## src/rtl/rv32_mem_arbiter.sv

```systemverilog
// Purpose: shares one single-port unified memory between the fetch port and the load/store port.
// Latency: request sampled in IDLE, mem_req the next cycle, ack one cycle after mem_ready (3 cycles minimum).
// Backpressure: requesters hold req until ack; memory stalls with mem_ready low, bounded by a watchdog.
module rv32_mem_arbiter #(
  parameter int AW          = 32,
  parameter int DW          = 32,
  parameter int DATA_PRIO   = 1,
  parameter int TIMEOUT_CYC = 255
) (
  input  logic            clk,
  input  logic            reset,
  // instruction fetch port
  input  logic            if_req,
  input  logic [AW-1:0]   if_addr,
  output logic [DW-1:0]   if_rdata,
  output logic            if_ack,
  output logic            if_err,
  // load/store port
  input  logic            d_req,
  input  logic            d_we,
  input  logic [AW-1:0]   d_addr,
  input  logic [DW-1:0]   d_wdata,
  input  logic [DW/8-1:0] d_be,
  output logic [DW-1:0]   d_rdata,
  output logic            d_ack,
  output logic            d_err,
  // unified memory port
  output logic            mem_req,
  output logic            mem_we,
  output logic [AW-1:0]   mem_addr,
  output logic [DW-1:0]   mem_wdata,
  output logic [DW/8-1:0] mem_be,
  input  logic [DW-1:0]   mem_rdata,
  input  logic            mem_ready
);

  localparam int BW = DW / 8;
  localparam int CW = $clog2(TIMEOUT_CYC + 1);

  // Last BUSY count before the watchdog fires: the TIMEOUT_CYC-th stalled cycle.
  localparam logic [CW-1:0] CNT_LAST = CW'(TIMEOUT_CYC - 1);

  localparam logic [1:0] S_IDLE = 2'd0;
  localparam logic [1:0] S_BUSY = 2'd1;
  localparam logic [1:0] S_RESP = 2'd2;

  localparam logic GNT_IF = 1'b0;
  localparam logic GNT_D  = 1'b1;

  logic [1:0]    state;
  logic [CW-1:0] cnt;
  // Port owning the current transaction; doubles as the round-robin history.
  logic          last_grant;
  logic          grant_d;

  // Pick the winner among the requests present this cycle (only used in IDLE).
  always_comb begin
    grant_d = GNT_IF;
    if (d_req && !if_req) begin
      grant_d = GNT_D;
    end else if (d_req && if_req) begin
      if (DATA_PRIO != 0) begin
        grant_d = GNT_D;
      end else begin
        grant_d = (last_grant == GNT_IF) ? GNT_D : GNT_IF;
      end
    end
  end

  // Transaction sequencer: grant, hold the memory request, watchdog, one-cycle response.
  always_ff @(posedge clk) begin
    if (reset) begin
      state      <= S_IDLE;
      cnt        <= '0;
      last_grant <= GNT_IF;
      mem_req    <= 1'b0;
      mem_we     <= 1'b0;
      mem_addr   <= '0;
      mem_wdata  <= '0;
      mem_be     <= '0;
      if_ack     <= 1'b0;
      if_err     <= 1'b0;
      if_rdata   <= '0;
      d_ack      <= 1'b0;
      d_err      <= 1'b0;
      d_rdata    <= '0;
    end else begin
      // Acks and errors are single-cycle pulses; only the BUSY exit raises them.
      if_ack <= 1'b0;
      if_err <= 1'b0;
      d_ack  <= 1'b0;
      d_err  <= 1'b0;

      case (state)
        S_IDLE: begin
          if (if_req || d_req) begin
            mem_req    <= 1'b1;
            cnt        <= '0;
            last_grant <= grant_d;
            state      <= S_BUSY;
            if (grant_d == GNT_D) begin
              mem_we    <= d_we;
              mem_addr  <= d_addr;
              mem_wdata <= d_wdata;
              // Loads read the full word; byte enables only qualify stores.
              mem_be    <= d_we ? d_be : {BW{1'b1}};
            end else begin
              mem_we    <= 1'b0;
              mem_addr  <= if_addr;
              mem_wdata <= '0;
              mem_be    <= {BW{1'b1}};
            end
          end
        end

        S_BUSY: begin
          if (mem_ready) begin
            mem_req <= 1'b0;
            mem_we  <= 1'b0;
            state   <= S_RESP;
            if (last_grant == GNT_D) begin
              d_rdata <= mem_rdata;
              d_ack   <= 1'b1;
            end else begin
              if_rdata <= mem_rdata;
              if_ack   <= 1'b1;
            end
          end else if (cnt == CNT_LAST) begin
            // Memory hung: abandon the access and answer with an error.
            cnt     <= cnt + 1'b1;
            mem_req <= 1'b0;
            mem_we  <= 1'b0;
            state   <= S_RESP;
            if (last_grant == GNT_D) begin
              d_rdata <= '0;
              d_ack   <= 1'b1;
              d_err   <= 1'b1;
            end else begin
              if_rdata <= '0;
              if_ack   <= 1'b1;
              if_err   <= 1'b1;
            end
          end else begin
            cnt <= cnt + 1'b1;
          end
        end

        // Requests are not sampled here, so a held req waits for IDLE.
        S_RESP: begin
          state <= S_IDLE;
        end

        default: begin
          state <= S_IDLE;
        end
      endcase
    end
  end

endmodule

```

## config.mk

```make
export PLATFORM = sky130hd
export DESIGN_NAME = rv32_mem_arbiter
export DESIGN_NICKNAME = d
export VERILOG_FILES = /design/src/rtl/rv32_mem_arbiter.sv
export SDC_FILE = /design/constraint.sdc
export NUM_CORES = 1
export LEC_CHECK = 0
export ABC_AREA = 1
export BUFFER_PORTS_ARGS = -buffer_cell sky130_fd_sc_hd__buf_2
export CORE_UTILIZATION = 48
export CTS_CLUSTER_DIAMETER = 100
export DETAILED_ROUTE_END_ITERATION = 10
export PLACE_DENSITY = 0.83
export REMOVE_ABC_BUFFERS = 1
export SYNTH_ARGS = -nofsm -noshare
export SYNTH_HDL_FRONTEND = slang
export SYNTH_SLANG_ARGS = --single-unit
```

## constraint.sdc

```tcl
create_clock -name clk -period 1.9 [get_ports clk]
set_clock_uncertainty 0.05 [all_clocks]
set_input_delay 0.285 -clock clk [delete_from_list [all_inputs] [get_ports clk]]
set_output_delay 0.285 -clock clk [all_outputs]
set_load 0.02 [all_outputs]
```

==> results.txt <==
----------------------------------------------------
[Outcome]
  Run status ... finished clean

[Final layout]
  Area added between synthesis and finish ... 32.3%
  Final Instance Area ... 8610 µm²
  Util after Layout ... 0.651
  Antenna fix cells ... 0
  Layout cells sized above 1 ... 0.281
  Most common cell after layout, fill and taps aside ... nand2_1
  Net count, final ... 1343
  Most used cells in the layout excluding fill and tap cells ... nand2_1 (277), buf_2 (275), inv_1 (170), dfxtp_1 (149), nor2_1 (87)

[Timing]
  Count of final max-slew check failures ... 0
  Number of endpoints with negative hold slack in the final report ... 0
  Relative slew slack ... 0.752
  Hold_ws ... 0.0388 ns
  Unrepaired setup endpoints after global routing ... no
  Share of the clock period used by the worst path after layout ... 0.848
  Transition time of the tightest slew-check pin ... 0.372 ns
  Upper clock frequency limit ... 0.621 GHz
  Setup TNS ... 0 ns
  Min Tclk post-route ... 1.61 ns
  Final setup fails ... 0

[Clocking]
  Cells resized by post-CTS repair ... 0
  Max clock buf depth ... 2
  Number of H-tree levels ... 4
  Post-CTS setup repair buffer count ... 0
  Sink count of the clock tree ... 149
  Source-to-sink clock delay at the later pin of the worst-skew pair ... 0.42 ns
  Clock Tree Root ... clkbuf_16
  Number of buffers inserted by hold repair at cts ... 0
  CTS tree ... done
  Register clock-pin slew on the reported worst setup and hold paths ... 0.06 ns
  Number of buffers added by the clock tree synthesis step ... 17

[Global routing]
  Wire length of the first global-routing pass ... 28800 µm
  GRT met3 Usage ... 0.0772
  Overflow after GRT ... 0
  Number of global-route vias before repair ... 6059
  Largest net degree at the start of global routing ... 73
  Global-route met1 utilization ... 0.304
  Total routing resource utilization after global routing ... 0.257
  Met2 usage ... 0.433
  Most crowded layer after global routing ... met2
  Antenna violations before repair ... 0

[Logic synthesis]
  Share of the synthesized area in compound gates (AO/OA/AOI/OAI) ... 0.0934
  Share of flip-flops with an asynchronous set or reset ... 0
  Avg Inst Size Synth ... 6.87 µm²
  EDFF count, synth ... 0
  Number of distinct standard cells referenced by the synthesized netlist ... 27
  Sequential-to-total area share from yosys stat ... 0.458
  XOR/XNOR Fraction of Synth Area ... 0.00135
  Netlist area before placement ... 6510 µm²
  Combinational family with the most area after synthesis ... simple AND/OR/NAND/NOR gates
  Synthesis warning total ... 0
  Most used flip-flop cell after synthesis ... dfxtp_1
  Post-synthesis sequential element count ... 149
  Gate count of the mapped netlist ... 948
  Adder and majority gate portion of the synthesized area ... 0.00384
  Simple logic cell fraction of the synthesized area ... 0.294
  Multiplexer share of the synthesized area ... 0

[Pwr]
  Clock Power Share ... 0.413
  Pint ... 5.91 mW
  Leakage ... 4.63 nW
  Post-route total power ... 8.21 mW
  Net switching share of the total power ... 0.280
  Power density cells ... 953 nW/µm²
  Combinational Power Share ... 0.169
  Part of the power in registers ... 0.418
  Net switching power ... 2.30 mW
  VDD IR-drop max ... 0.629 mV

[Critical path]
  Reg2reg setup slack ... 0.29 ns
  Startpoint kind of the worst setup timing path ... flip-flop
  Critical path peak fanout ... 20
  Required time of the critical path ... 2.16 ns
  WS Path Type ... flip-flop to flip-flop
  Setup crit end kind ... flip-flop
  R2r startpoint ... cnt[0]
  End of the worst register-to-register path ... d_rdata[12]
  Endpoint arrival time on the critical path ... 1.88 ns
  FF-to-FF path depth ... 10

[Placed design]
  Post-place instance area ... 8020 µm²
  Port Buf Inserts ... 275
  Dpl hpwl ... 12300 µm
  Weighted congestion at the end of routability-driven global placement ... 0.797

[Die]
  Vertical extent of the die ... 118 µm
  Horizontal extent of the die ... 118 µm
  Core box area ... 13200 µm²
  DIE AREA ... 14000 µm²
  Effective utilization at floorplan ... 0.492
  I/O pin count ... 276
  Row count ... 42

[Min path]
  Number of cells traversed by the worst hold path ... 3
  Worst Hold Path EP ... mem_wdata[17]
  Hold Crit Start ... d_wdata[17]
  Tightest Hold Check Type ... input port to flip-flop

[Detailed routing]
  Final routed wire length divided by cell count ... 12.7 µm
  Via density per instance ... 4.82
  Total Routed Length ... 17700 µm
  Number of vias after detailed routing ... 6709
  # DRC ... 0
  Final antenna-violating net count ... 0
  Total iterations of the first detailed-routing run ... 5
  Violation count after the first detailed-routing iteration ... 489

[Job]
  Max Cap Viol ... 0

----------------------------------------------------
[registers in the layout (all words and copies together), names as in the netlist]
register and flops:
cnt 8, if_err 1, mem_addr 32, if_rdata 32
mem_req 1, state 2, if_ack 1, d_ack 1
d_rdata 32, mem_wdata 32, last_grant 1, mem_be 4
d_err 1, mem_we 1
[critical path, cell delays in order (launching register included)]
cell     delay, ns
dfxtp_1       0.34
inv_1         0.07
ha_1          0.13
inv_1         0.03
nor2_1        0.15
nand2_2       0.10
nand2_4       0.11
buf_4         0.24
nand4_1       0.15
nand2_1       0.09
nor2_1        0.04
[synth_stat cells (8+ instances only)]
| library cell | n | area share |
|---|---|---|
| a31oi_1 | 32 | 0.031 |
| dfxtp_1 | 149 | 0.46 |
| inv_1 | 171 | 0.099 |
| nand2_1 | 277 | 0.16 |
| o21ai_0 | 44 | 0.034 |
| buf_6 | 8 | 0.014 |
| nand4_1 | 61 | 0.059 |
| clkbuf_1 | 26 | 0.015 |
| buf_2 | 15 | 0.012 |
| o21ai_1 | 29 | 0.022 |
| buf_1 | 8 | 0.0046 |
| nor2_1 | 87 | 0.050 |
[worst max-delay path by stage]
stage                     startpoint            to  cells past startpoint
after global placement        cnt[0]   d_rdata[14]                     10
after detailed placement      cnt[0]   d_rdata[27]                     11
after CTS                     cnt[0]   d_rdata[27]                     11
after floorplan                reset  mem_wdata[0]                      3
after global routing          cnt[0]   d_rdata[27]                     11
final                         cnt[0]   d_rdata[12]                     10
[final cells by class]
class	instances	area [µm²]
fillers	1183	4630
flip-flops and latches	149	2980
multi-input cells	563	2560
repair buffers	296	1600
inverters	176	661
clock buffers	19	443
well taps	176	220
clock inverters	12	154
[per-layer routing]
| layer | up-vias | routed length [µm] | part of all wire |
|---|---|---|---|
| met5 | - | 0 | 0 |
| met4 | 0 | 429 | 0.024 |
| met3 | 37 | 1390 | 0.079 |
| met2 | 293 | 8620 | 0.49 |
| met1 | 2946 | 7220 | 0.41 |
| li1 | 3433 | - | - |
[stage by stage]
stage / worst slack, ns / std cells
floorplan: -1.17 / 888
detailed placement: 0.284 / 1360
global placement: 0.356 / 1360
CTS: 0.276 / 1391
finish: 0.289 / 1391
global route: 0.121 / 1391
[power groups by stage]
stage	combinational (mW)	clock, mW	sequential (mW)
final	1.39	3.39	3.43
after global routing	1.53	3.61	3.46
after CTS	1.39	3.44	3.43
after detailed placement	1.38	0	3.50
after global placement	1.36	0	3.49
after floorplan	0.542	0	3.75
[logic make-up (layout without fill, tap and decap cells)]
logic type      count (synthesis)  count (layout)
flops                         149             149
xor+xnor                        1               1
fa+ha+maj                       2               2
compound gates                113             113
buf+inv                       236             503
simple gates                  447             447
Power figures use the tool's default switching activity.
